## config.mk

```make
export PLATFORM = sky130hd
export DESIGN_NAME = prg_loader
export DESIGN_NICKNAME = d
export VERILOG_FILES = /design/src/rtl/prg_loader.sv
export SDC_FILE = /design/constraint.sdc
export NUM_CORES = 1
export LEC_CHECK = 0
export ABC_AREA = 1
export CAP_MARGIN = 20
export CORE_AREA = 2 2 101 103
export DETAILED_ROUTE_END_ITERATION = 10
export DIE_AREA = 0 0 103 105
export PLACE_DENSITY = 0.8
export SYNTH_ARGS = -nofsm -noshare
export SYNTH_HDL_FRONTEND = slang
export SYNTH_SLANG_ARGS = --single-unit
```

## constraint.sdc

```tcl
create_clock -name clock -period 9.31 [get_ports clock]
set_input_delay 2.3275 -clock clock [delete_from_list [all_inputs] [get_ports clock]]
set_output_delay 2.3275 -clock clock [all_outputs]
set_load 0.03 [all_outputs]
```

## src/rtl/prg_loader.sv

```systemverilog
// Byte-stream program loader: reads a 16-bit little-endian word count, then
// packs little-endian bytes into 32-bit words and writes them to instruction memory.
module prg_loader #(
    parameter int ADDR_W  = 14,
    parameter int TIMEOUT = 1000000
) (
    input  logic              clock,
    input  logic              reset,
    input  logic              start,
    input  logic              byte_valid,
    input  logic [7:0]        byte_data,
    output logic              byte_ready,
    output logic              mem_we,
    output logic [ADDR_W-1:0] mem_addr,
    output logic [31:0]       mem_din,
    output logic              busy,
    output logic              done,
    output logic              err
);

    localparam int              CNT_W     = $clog2(TIMEOUT) + 1;
    localparam logic [CNT_W-1:0] IDLE_MAX  = CNT_W'(TIMEOUT - 1);
    localparam logic [32:0]      MAX_WORDS = 33'(1) << ADDR_W;

    typedef enum logic [2:0] {
        ST_IDLE, ST_LEN_LO, ST_LEN_HI, ST_DATA, ST_WRITE, ST_DONE, ST_ERR
    } state_t;

    state_t            state_q, state_d;
    logic [15:0]       len_q, len_d;
    // One bit wider than the address so the index can reach N == 2^ADDR_W.
    logic [ADDR_W:0]   widx_q, widx_d;
    logic [1:0]        bidx_q, bidx_d;
    logic [31:0]       din_q, din_d;
    logic [CNT_W-1:0]  idle_q, idle_d;

    logic        accept;
    logic        timeout;
    logic [15:0] n_full;

    assign byte_ready = (state_q == ST_LEN_LO) || (state_q == ST_LEN_HI) || (state_q == ST_DATA);
    assign busy       = byte_ready || (state_q == ST_WRITE);
    assign mem_we     = (state_q == ST_WRITE);
    assign done       = (state_q == ST_DONE);
    assign err        = (state_q == ST_ERR);
    assign mem_addr   = widx_q[ADDR_W-1:0];
    assign mem_din    = din_q;

    assign accept  = byte_valid && byte_ready;
    assign timeout = (idle_q == IDLE_MAX);
    assign n_full  = {byte_data, len_q[7:0]};

    always_comb begin
        state_d = state_q;
        len_d   = len_q;
        widx_d  = widx_q;
        bidx_d  = bidx_q;
        din_d   = din_q;
        idle_d  = byte_ready ? idle_q + CNT_W'(1) : '0;
        if (accept) idle_d = '0;

        case (state_q)
            ST_IDLE, ST_DONE, ST_ERR: begin
                if (start) begin
                    state_d = ST_LEN_LO;
                    len_d   = '0;
                    widx_d  = '0;
                    bidx_d  = '0;
                end
            end
            ST_LEN_LO: begin
                if (accept) begin
                    len_d[7:0] = byte_data;
                    state_d    = ST_LEN_HI;
                end else if (timeout) begin
                    state_d = ST_ERR;
                end
            end
            ST_LEN_HI: begin
                if (accept) begin
                    len_d[15:8] = byte_data;
                    if (n_full == 16'd0 || 33'(n_full) > MAX_WORDS) state_d = ST_ERR;
                    else                                              state_d = ST_DATA;
                end else if (timeout) begin
                    state_d = ST_ERR;
                end
            end
            ST_DATA: begin
                if (accept) begin
                    din_d[{bidx_q, 3'b000} +: 8] = byte_data;
                    bidx_d = bidx_q + 2'd1;
                    if (bidx_q == 2'd3) state_d = ST_WRITE;
                end else if (timeout) begin
                    state_d = ST_ERR;
                end
            end
            ST_WRITE: begin
                widx_d = widx_q + 1'b1;
                bidx_d = '0;
                if (33'(widx_q) + 33'd1 == 33'(len_q)) state_d = ST_DONE;
                else                                   state_d = ST_DATA;
            end
            default: state_d = ST_IDLE;
        endcase

        // Every state entry restarts the idle window.
        if (state_d != state_q) idle_d = '0;
    end

    always_ff @(posedge clock or posedge reset) begin
        if (reset) begin
            state_q <= ST_IDLE;
            len_q   <= '0;
            widx_q  <= '0;
            bidx_q  <= '0;
            din_q   <= '0;
            idle_q  <= '0;
        end else begin
            state_q <= state_d;
            len_q   <= len_d;
            widx_q  <= widx_d;
            bidx_q  <= bidx_d;
            din_q   <= din_d;
            idle_q  <= idle_d;
        end
    end

endmodule

```

# After elaboration in Yosys (flattened, before gate mapping)
# Index checks and enable logic that the tools add are counted.
totals:
  out_inout_bits: 51
  word_cells: 68
  in_bits: 12
  regBits: 89
op_classes:
  n_reduce_logical: 17
  order_cmp: 1
  n_eq_ne: 14
  addsub: 5
  n_shift: 2
  muxes: 22
ops:
  columns: ["cell", "n"]
  rows:
  - ["$mux 21", 3]
  - ["$bwmux 32", 1]
  - ["$pmux 8 s2", 2]
  - ["$shift 8x7->32 const A", 1]
  - ["$shiftx 8x7->32", 1]
  - ["$pmux 15 s2", 1]
  - ["$mux 3", 8]
  - ["$add 21x1->21 const B", 1]
  - ["$eq 21x20->1 const B", 1]
  - ["$add 15x1->16 const B", 1]
  - ["$eq 16x16->1", 1]
  - ["$gt 16x15->1 const B", 1]
  - ["$logic_not 16->1", 1]
  - ["$mux 16", 1]
  - ["$add 15x1->15 const B", 1]
  - ["$mux 15", 1]
  - ["$pmux 3 s5", 1]
  - ["$eq 3x3->1 const B", 3]
  - ["$reduce_and 3->1", 3]
  - ["$mux 8", 1]
  - ["$ne 2x2->1 const B", 4]
  - ["$neg 5->7", 1]
  - ["$eq 3x2->1 const B", 2]
  - ["$pmux 2 s3", 1]
  - ["12 further kinds", 19]

# Longest topological paths before layout
# Gate-level depths: netlist (run 1).
depth:
  ltp_word: 8
  mapped_depth: 16
  depth_no_buf: 15

# Least setup slack after synthesis (run 1)
# OpenSTA, ideal clock, no wires.
synth_path:
  kind: "input to register"
  from: "input byte_data[6]"
  to: "register idle_q[16]"
  required_ns: 9.187
  arrival_time_ns: 3.552
  setup_ns: 0.123
  path_stages: 13
  path_buffers: 2
  path_slack_ns: 5.635
  path_cell_list: "clkbuf_1 -> nor2_1 -> nand2_1 -> nor2_1 -> a21oi_1 -> nand2_1 -> a21oi_1 -> nand2_1 -> nand2_1 -> nand3_2 -> nand2_2 -> buf_6 -> nor2_2"
synth_via:
  elab_chain_len: 7
  elab_cells_between_ends: 8
  cone_classes: "order compare: 1; eq/ne: 1; mux: 4; reduce/logical: 2"
synth_rtl:
  columns: ["item", "line", "rtl"]
  rows:
  - ["start, declared", "11", "input logic [7:0] byte_data,"]
  - ["$gt 16x15->1 / $logic_not 16->1 (equally long branches)", "82", "if (n_full == 16'd0 || 33'(n_full) > MAX_WORDS) state_d = ST_ERR;"]
  - ["$logic_or 1x1->1 (*)", "82", null]
  - ["$mux 3 (*)", "82", null]
  - ["$mux 3 (*)", "80", "if (accept) begin"]
  - ["$pmux 3 s5 (*)", "62", "case (state_q)"]
  - ["$ne 3x3->1 (*)", "107", "if (state_d != state_q) idle_d = '0;"]
  - ["$mux 21 (*)", "107", null]
  - ["net idle_d[16]", "35", "logic [CNT_W-1:0] idle_q, idle_d;"]
  - ["end signal, assigned", "124", "idle_q <= idle_d;"]
  - ["end, declared", "35", null]
# The timed path passes the listed nets; every way through them passes the cells marked *.
# A chain may end at the register's enable or synchronous reset.

# Worst setup path in the final report (run 1)
layout_path:
  from: "register state_q[2]"
  to: "output mem_we"
layout_via:
  elab_chain_len: 1
layout_rtl:
  columns: ["item", "line", "rtl"]
  rows:
  - ["start, declared", "29", "state_t state_q, state_d;"]
  - ["start signal, assigned", "119", "state_q <= state_d;"]
  - ["$eq 3x3->1", "43", "assign mem_we = (state_q == ST_WRITE);"]
  - ["end, declared", "13", "output logic mem_we,"]
# No other way between the ends.

==> summary.md, run 1 <==
| Metric | Value |
|---|---|
| Hold crit path type | reg -> reg |
| Hold Buf Count CTS | 0 |
| Fin. max-slew vios | 0 |
| RSZ-0062 raised after global routing | no |
| Syn_area_per_cell | 7.790 um^2 |
| Worst skew pair latency | 0.35 ns |
| 1st-iter DRT viols | 484 |
| Largest net degree at the start of global routing | 90 |
| Final wirelength | 12530 um |
| Period minus WS final | 4.815 ns |
| Layout cells sized above 1 | 8.053% |
| CP max stage cell | clkdlybuf4s50_1 |
| Die width | 103 um |
| Clk buf depth | 2 |
| Post-CTS Resized | 0 |
| Cells after Synth | 636 |
| Final TNS setup | 0 ns |
| Routed len/inst | 15.36 um |
| Worst Setup SP | state_q[2]$_DFF_PP0_ |
| CP Data Arrival Time | 2.49 ns |
| DRT Pass-1 Iters | 6 |
| Die area | 10820 um^2 |
| IO Port Bufs | 62 |
| MaxCap Viol Count | 0 |
| Remaining DRCs | 0 |
| Maximum VDD drop | 0.00009736 V |
| Pwr dens | 234.0 nW/um^2 |
| Distinct cells, synth | 37 |
| Hold WS | 0.4915 ns |
| Final Cell Area | 5798 um^2 |
| Dominant synthesized flop cell | dfrtp_1 |
| Fin nets | 699 |
| Crit Path Max Fanout | 17 |
| FF-to-FF Start | state_q[2]$_DFF_PP0_ |
| Worst Clk Skew | 0.01428 ns |
| Sequential area share after synthesis | 44.95% |
| Async S/R FF share, synth | 100.0% |
| Leak pwr | 0.002574 uW |
| HP Start | idle_q[2]$_DFF_PP0_ |
| First-pass GRT wire length | 20510 um |
| Reg2Reg Depth | 5 |
| Top Family by Delay on Critical Path | buffers and inverters |
| Critical setup path kind | reg -> out |
| Post-DP Area | 5562 um^2 |
| Initial core utilization | 51.40% |
| Remaining antenna violation count | 0 |
| Antenna violations before repair | 0 |
| Fillers | 839 |
| H-tree depth | 3 |
| Clock root buffer | clkbuf_8 |
| Reg clk slew, reported paths | 0.09 ns |
| Vias in the first global route | 4209 |
| Hpwl dp | 8821 um |
| # rows | 36 |
| Total power | 1357 uW |
| Crit path launch type | flip-flop |
| Mapped Area | 4955 um^2 |
| Worst Tran Pin Value | 0.8933 ns |
| CP Capture Type | primary output |
| Worst Path Buf+Inv | 2 |
| Total CTS buffers | 9 |
| Setup Buffers After CTS | 0 |
| Max incr delay on CP | 0.73 ns |
| Gr ovfl total | 0 |
| Hold Path Depth | 1 |
| Final worst-path cycle share | 51.72% |
| Die height | 105 um |
| Gpl congestion | 0.9647 |
| Outcome | finished clean |
| Antenna diodes | 0 |
| Instance count on the critical path | 3 |
| Area Overhead vs Synth | 17.02% |
| Drt via density | 5.594 |
| CTS tree | built |
| Syn Nets | 656 |
| Final Hold Viols | 0 |
| Flop and latch count out of synthesis | 89 |
| Highest clock rate | 0.2077 GHz |
| Total Routing Usage GR | 23.82% |
| Core ar. | 9639 um^2 |
| Worst EP required | 6.98 ns |
| Num ports | 63 |
| Utilization after layout | 60.15% |
| CP Cell Sequence | nand2_1 -> inv_1 -> clkdlybuf4s50_1 |
| Final setup fails | 0 |
| Via count | 4565 |
| Number of flops mapped to enable cells by yosys | 0 |
| Warnings, synthesis | 0 |
| Slew headroom | 40.23% |
| CTS Sinks | 89 |
==> power by group <==
part | switching, uW | total, uW | internal, uW
Combinational | 401 | 575 | 174
Clock | 136 | 286 | 150
Sequential | 52.1 | 497 | 444
Total | 588 | 1360 | 768
==> logic make-up (layout without fill, tap and decap cells) <==
| kind of cell | count (synthesis) | after routing | share of synthesized area, % |
|---|---|---|---|
| flip-flops | 89 | 89 | 44.95 |
| adder cells (fa/ha/maj) | 8 | 8 | 2.020 |
| AND/OR/NAND/NOR | 343 | 343 | 31.89 |
| XOR/XNOR | 14 | 14 | 2.778 |
| AO/OA/AOI/OAI | 95 | 95 | 10.38 |
| buffers and inverters | 87 | 134 | 7.980 |
==> final timing paths <==
path	endpoint	slack (ns)
max in group asynchronous	len_q[4]$_DFFE_PP0P_	6.31
min in group asynchronous	idle_q[19]$_DFF_PP0_	2.38
hold reg to reg	idle_q[2]$_DFF_PP0_	0.49
setup reg to reg	mem_din[0]$_DFFE_PP0P_	6.65
setup / recovery	mem_we	4.50
hold / removal	idle_q[2]$_DFF_PP0_	0.49
==> synthesized netlist by cell type, types with 2 or more instances <==
cell / instances / area (um^2)
a21oi_1: 23 / 115.1
buf_2: 4 / 20.02
buf_4: 15 / 112.6
clkbuf_1: 12 / 45.04
dfrtp_1: 89 / 2227
ha_1: 8 / 100.1
inv_1: 51 / 191.4
inv_2: 3 / 11.26
nand2_1: 136 / 510.5
nand2_2: 5 / 31.28
nand3_1: 69 / 345.3
nand3_2: 3 / 30.03
nand3b_1: 4 / 30.03
nand4_1: 23 / 143.9
nor2_1: 73 / 274.0
nor2_2: 18 / 112.6
nor2_4: 5 / 56.30
nor3_1: 2 / 10.01
o21ai_0: 50 / 250.2
o21ai_1: 4 / 20.02
o22ai_1: 11 / 68.82
or2_2: 2 / 12.51
xnor2_1: 3 / 26.28
xor2_1: 10 / 87.58
==> routing by layer <==
layer / up-vias / track usage (%) / part of all wire [%]
li1: 2175 / - / -
met1: 2135 / 34.35 / 43
met2: 229 / 36.55 / 47
met3: 26 / 4.013 / 7.8
met4: 0 / 7.519 / 1.6
met5: - / 0 / 0
==> stage by stage <==
stage	instances	worst slack (ns)
floorplan	636	4.676
global placement	800	4.855
detailed placement	800	4.753
CTS	815	4.505
global route	816	4.345
finish	816	4.495
==> final cells by class <==
class                      instances  area, um^2  area share (%)
clock inverter                     5       81.33           1.403
clock buffer                      10       127.6           2.201
sequential                        89        2227           38.41
tap                              133       166.4           2.870
inverter                          55       207.7           3.582
multi-input combinational        460        2332           40.22
timing repair buffer              64       655.6           11.31
==> cell usage in the layout, fill, tap and decap left out, types with 10 or more instances in the layout <==
| cell | synthesis | routed |
|---|---|---|
| o21ai_0 | 50 | 50 |
| a21oi_1 | 23 | 23 |
| dfrtp_1 | 89 | 89 |
| nor2_1 | 73 | 73 |
| nor2_2 | 18 | 18 |
| inv_1 | 51 | 50 |
| clkdlybuf4s50_1 | 0 | 62 |
| o22ai_1 | 11 | 11 |
| nand2_1 | 136 | 136 |
| xor2_1 | 10 | 10 |
| nand4_1 | 23 | 23 |
| nand3_1 | 69 | 69 |
==> state kept, by name, summed over array words and instances (netlist names) <==
signal,count
mem_din,32
state_q,3
idle_q,21
bidx_q,2
widx_q,15
len_q,16
==> worst register-to-register path, cell delays in order, from the launching register on <==
cell and delay, ns:
dfrtp_1 0.53, nor2_1 0.38, nand2_1 0.53, nor2_1 0.87
nor2_1 0.13, a21oi_1 0.15
No activity file was read; power rests on OpenSTA's default activity.
==> run 2: changes to the inputs <==
- CORE_AREA: 2 2 101 103 -> 2 2 103 105
- DIE_AREA: 0 0 103 105 -> 0 0 105 107
- PLACE_DENSITY: 0.8 -> 0.81
- clock period: 9.31 -> 4.05 ns (I/O delays scaled with it)
==> run 2 against run 1 <==
Against the previous run: first-iteration DRC count is 6.4% higher; count of clock-buffer cells in the layout increased by 1; global-route usage is 0.18 points lower; die area is 3.9% higher; clock power up 120%; utilization down 2.6 points; via count fell by 1.9%; critical path depth up 2; critical endpoint unchanged.
==> summary.md, run 2 (synthesis results as in run 1) <==
| Metric | Value |
|---|---|
| Outcome | finished clean |
| Die area | 11240 um^2 (+3.9%) |
| Worst Clk Skew | 0.01512 ns (+0.0008421 ns) |
| Antenna violations before repair | 0 (unchanged) |
| Final worst-path cycle share | 80.96% |
| Clock root buffer | clkbuf_8 |
| Leak pwr | 0.002578 uW (+0.18%) |
| Maximum VDD drop | 0.0003102 V (+220%) |
| Worst Tran Pin Value | 1.012 ns (+0.1189 ns) |
| CTS Sinks | 89 (unchanged) |
| Core ar. | 10090 um^2 (+4.7%) |
| Commonest non-fill, non-tap cell in the layout | nand2_1 |
| Num ports | 63 (unchanged) |
| Fin nets | 702 (+0.43%) |
| Routed len/inst | 15.21 um (-0.95%) |
| Total Routing Usage GR | 23.64% (-0.18 points) |
| Gr ovfl total | 0 (unchanged) |
| Hold Path Depth | 1 (unchanged) |
| Period minus WS final | 3.279 ns |
| Hpwl dp | 9101 um (+3.2%) |
| 1st-iter DRT viols | 515 (+6.4%) |
| Critical setup path kind | reg -> out |
| CP Data Arrival Time | 2.27 ns (-0.22 ns) |
| Vias in the first global route | 4512 (+7.2%) |
| Finished Layout Cells | 823 (+0.86%) |
| Most frequent cells in the layout | nand2_1 (136), dfrtp_1 (89), nor2_1 (73), nand3_1 (69), clkdlybuf4s50_1 (62) |
| Reg2Reg Depth | 5 (unchanged) |
| MaxCap Viol Count | 0 (unchanged) |
| FF-to-FF Start | bidx_q[0]$_DFFE_PP0P_ |
| Fin. max-slew vios | 0 (unchanged) |
| Via count | 4480 (-1.9%) |
| RSZ-0062 raised after global routing | no |
| Final Hold Viols | 0 (unchanged) |
| Final wirelength | 12520 um (-0.10%) |
| Highest clock rate | 0.3050 GHz |
| Die height | 107 um (+1.9%) |
| Placed Cells | 807 (+0.88%) |
| Antenna diodes | 0 (unchanged) |
| Final TNS setup | 0 ns (unchanged) |
| Largest net degree at the start of global routing | 51 (-43%) |
| Layout cells sized above 1 | 8.588% (+0.54 points) |
| H-tree depth | 3 (unchanged) |
| Largest register FFs | 32 (unchanged) |
| Hold EP | idle_q[2]$_DFF_PP0_ |
| Hold Buf Count CTS | 0 (unchanged) |
| Slew headroom | 32.37% (-7.9 points) |
| Worst skew pair latency | 0.36 ns (about the same) |
| First-pass GRT wire length | 21430 um (+4.5%) |
| Remaining antenna violation count | 0 (unchanged) |
| Post-CTS Resized | 0 (unchanged) |
| Die width | 105 um (+1.9%) |
| Setup Buffers After CTS | 0 (unchanged) |
| R2R Setup Slk | 1.52 ns (-5.13 ns) |
| Final Cell Area | 5812 um^2 (+0.24%) |
| Remaining DRCs | 0 (unchanged) |
| FF-to-FF End | mem_din[7]$_DFFE_PP0P_ |
| Clk buf depth | 2 (unchanged) |
| Total CTS buffers | 9 (unchanged) |
| CP Capture Type | primary output |
| Worst EP required | 3.04 ns (-3.94 ns) |
| Pwr dens | 531.7 nW/um^2 (+130%) |
| HP Start | idle_q[2]$_DFF_PP0_ |
| Crit path launch type | flip-flop |
| Reg clk slew, reported paths | 0.08 ns (about the same) |
| Hold crit path type | reg -> reg |
| DRT Pass-1 Iters | 5 (-1) |
| Post-DP Area | 5608 um^2 (+0.83%) |
| IO Port Bufs | 62 (unchanged) |
| Drt via density | 5.443 (-2.7%) |
| CTS tree | built |
| Initial core utilization | 49.09% (-2.3 points) |
| Fillers | 926 (+10%) |
| Final setup fails | 0 (unchanged) |
| # rows | 37 (+2.8%) |
| Gpl congestion | 0.9272 (-3.9%) |
| Area Overhead vs Synth | 17.30% |
| Utilization after layout | 57.59% (-2.6 points) |
| Crit Path Max Fanout | 17 (unchanged) |
[run 2: worst max-delay path: stages, from the launching register on]
cell             delay [ns]
dfrtp_1                0.44
nor2_2                 0.19
nand2_1                0.08
buf_4                  0.21
inv_1                  0.25
clkdlybuf4s50_1        0.73
[run 2: final cells by class]
class	count	area, um^2	share of cell area [%]
sequential	89	2227	38.32
clock inverter	5	62.56	1.076
tap	136	170.2	2.928
timing repair buffer	67	670.6	11.54
inverter	55	207.7	3.574
multi-input combinational	460	2332	40.13
clock buffer	11	141.4	2.433
[run 2: how the worst max path moves through the flow]
| stage | to | start | slack (ns) | depth (start not counted) |
|---|---|---|---|---|
| floorplan | bidx_q[0]$_DFFE_PP0P_ | reset | 0.73 | 1 |
| global placement | idle_q[0]$_DFF_PP0_ | byte_data[6] | 1.03 | 13 |
| detailed placement | idle_q[0]$_DFF_PP0_ | byte_data[6] | 0.92 | 12 |
| CTS | mem_we | state_q[0]$_DFF_PP0_ | 0.75 | 5 |
| global route | mem_we | state_q[0]$_DFF_PP0_ | 0.64 | 5 |
| finish | mem_we | state_q[0]$_DFF_PP0_ | 0.77 | 5 |
[run 2: layer usage]
metal	up-vias	part of all wire [%]	track usage (%)
li1	2188	-	-
met1	2095	44	31.07
met2	179	48	39.05
met3	18	6.6	4.924
met4	0	1.6	8.095
met5	-	0	0
[run 2: power breakdown]
part	total (uW)	switching [uW]	leakage (uW)	internal [uW]
combinational	1320	909	0.00127	413
sequential	1130	113	0.00121	1020
clock	633	328	0.0000962	306
[run 2: per-stage QoR]
stage	hold WS, ns	power [uW]	setup WS, ns
finish	0.4970	3090	0.7712
global route	0.5226	3293	0.6440
CTS	0.4956	3085	0.7512
detailed placement	0.4773	2451	0.9164
global placement	0.4703	2410	1.027
floorplan	0.4549	2086	0.7306
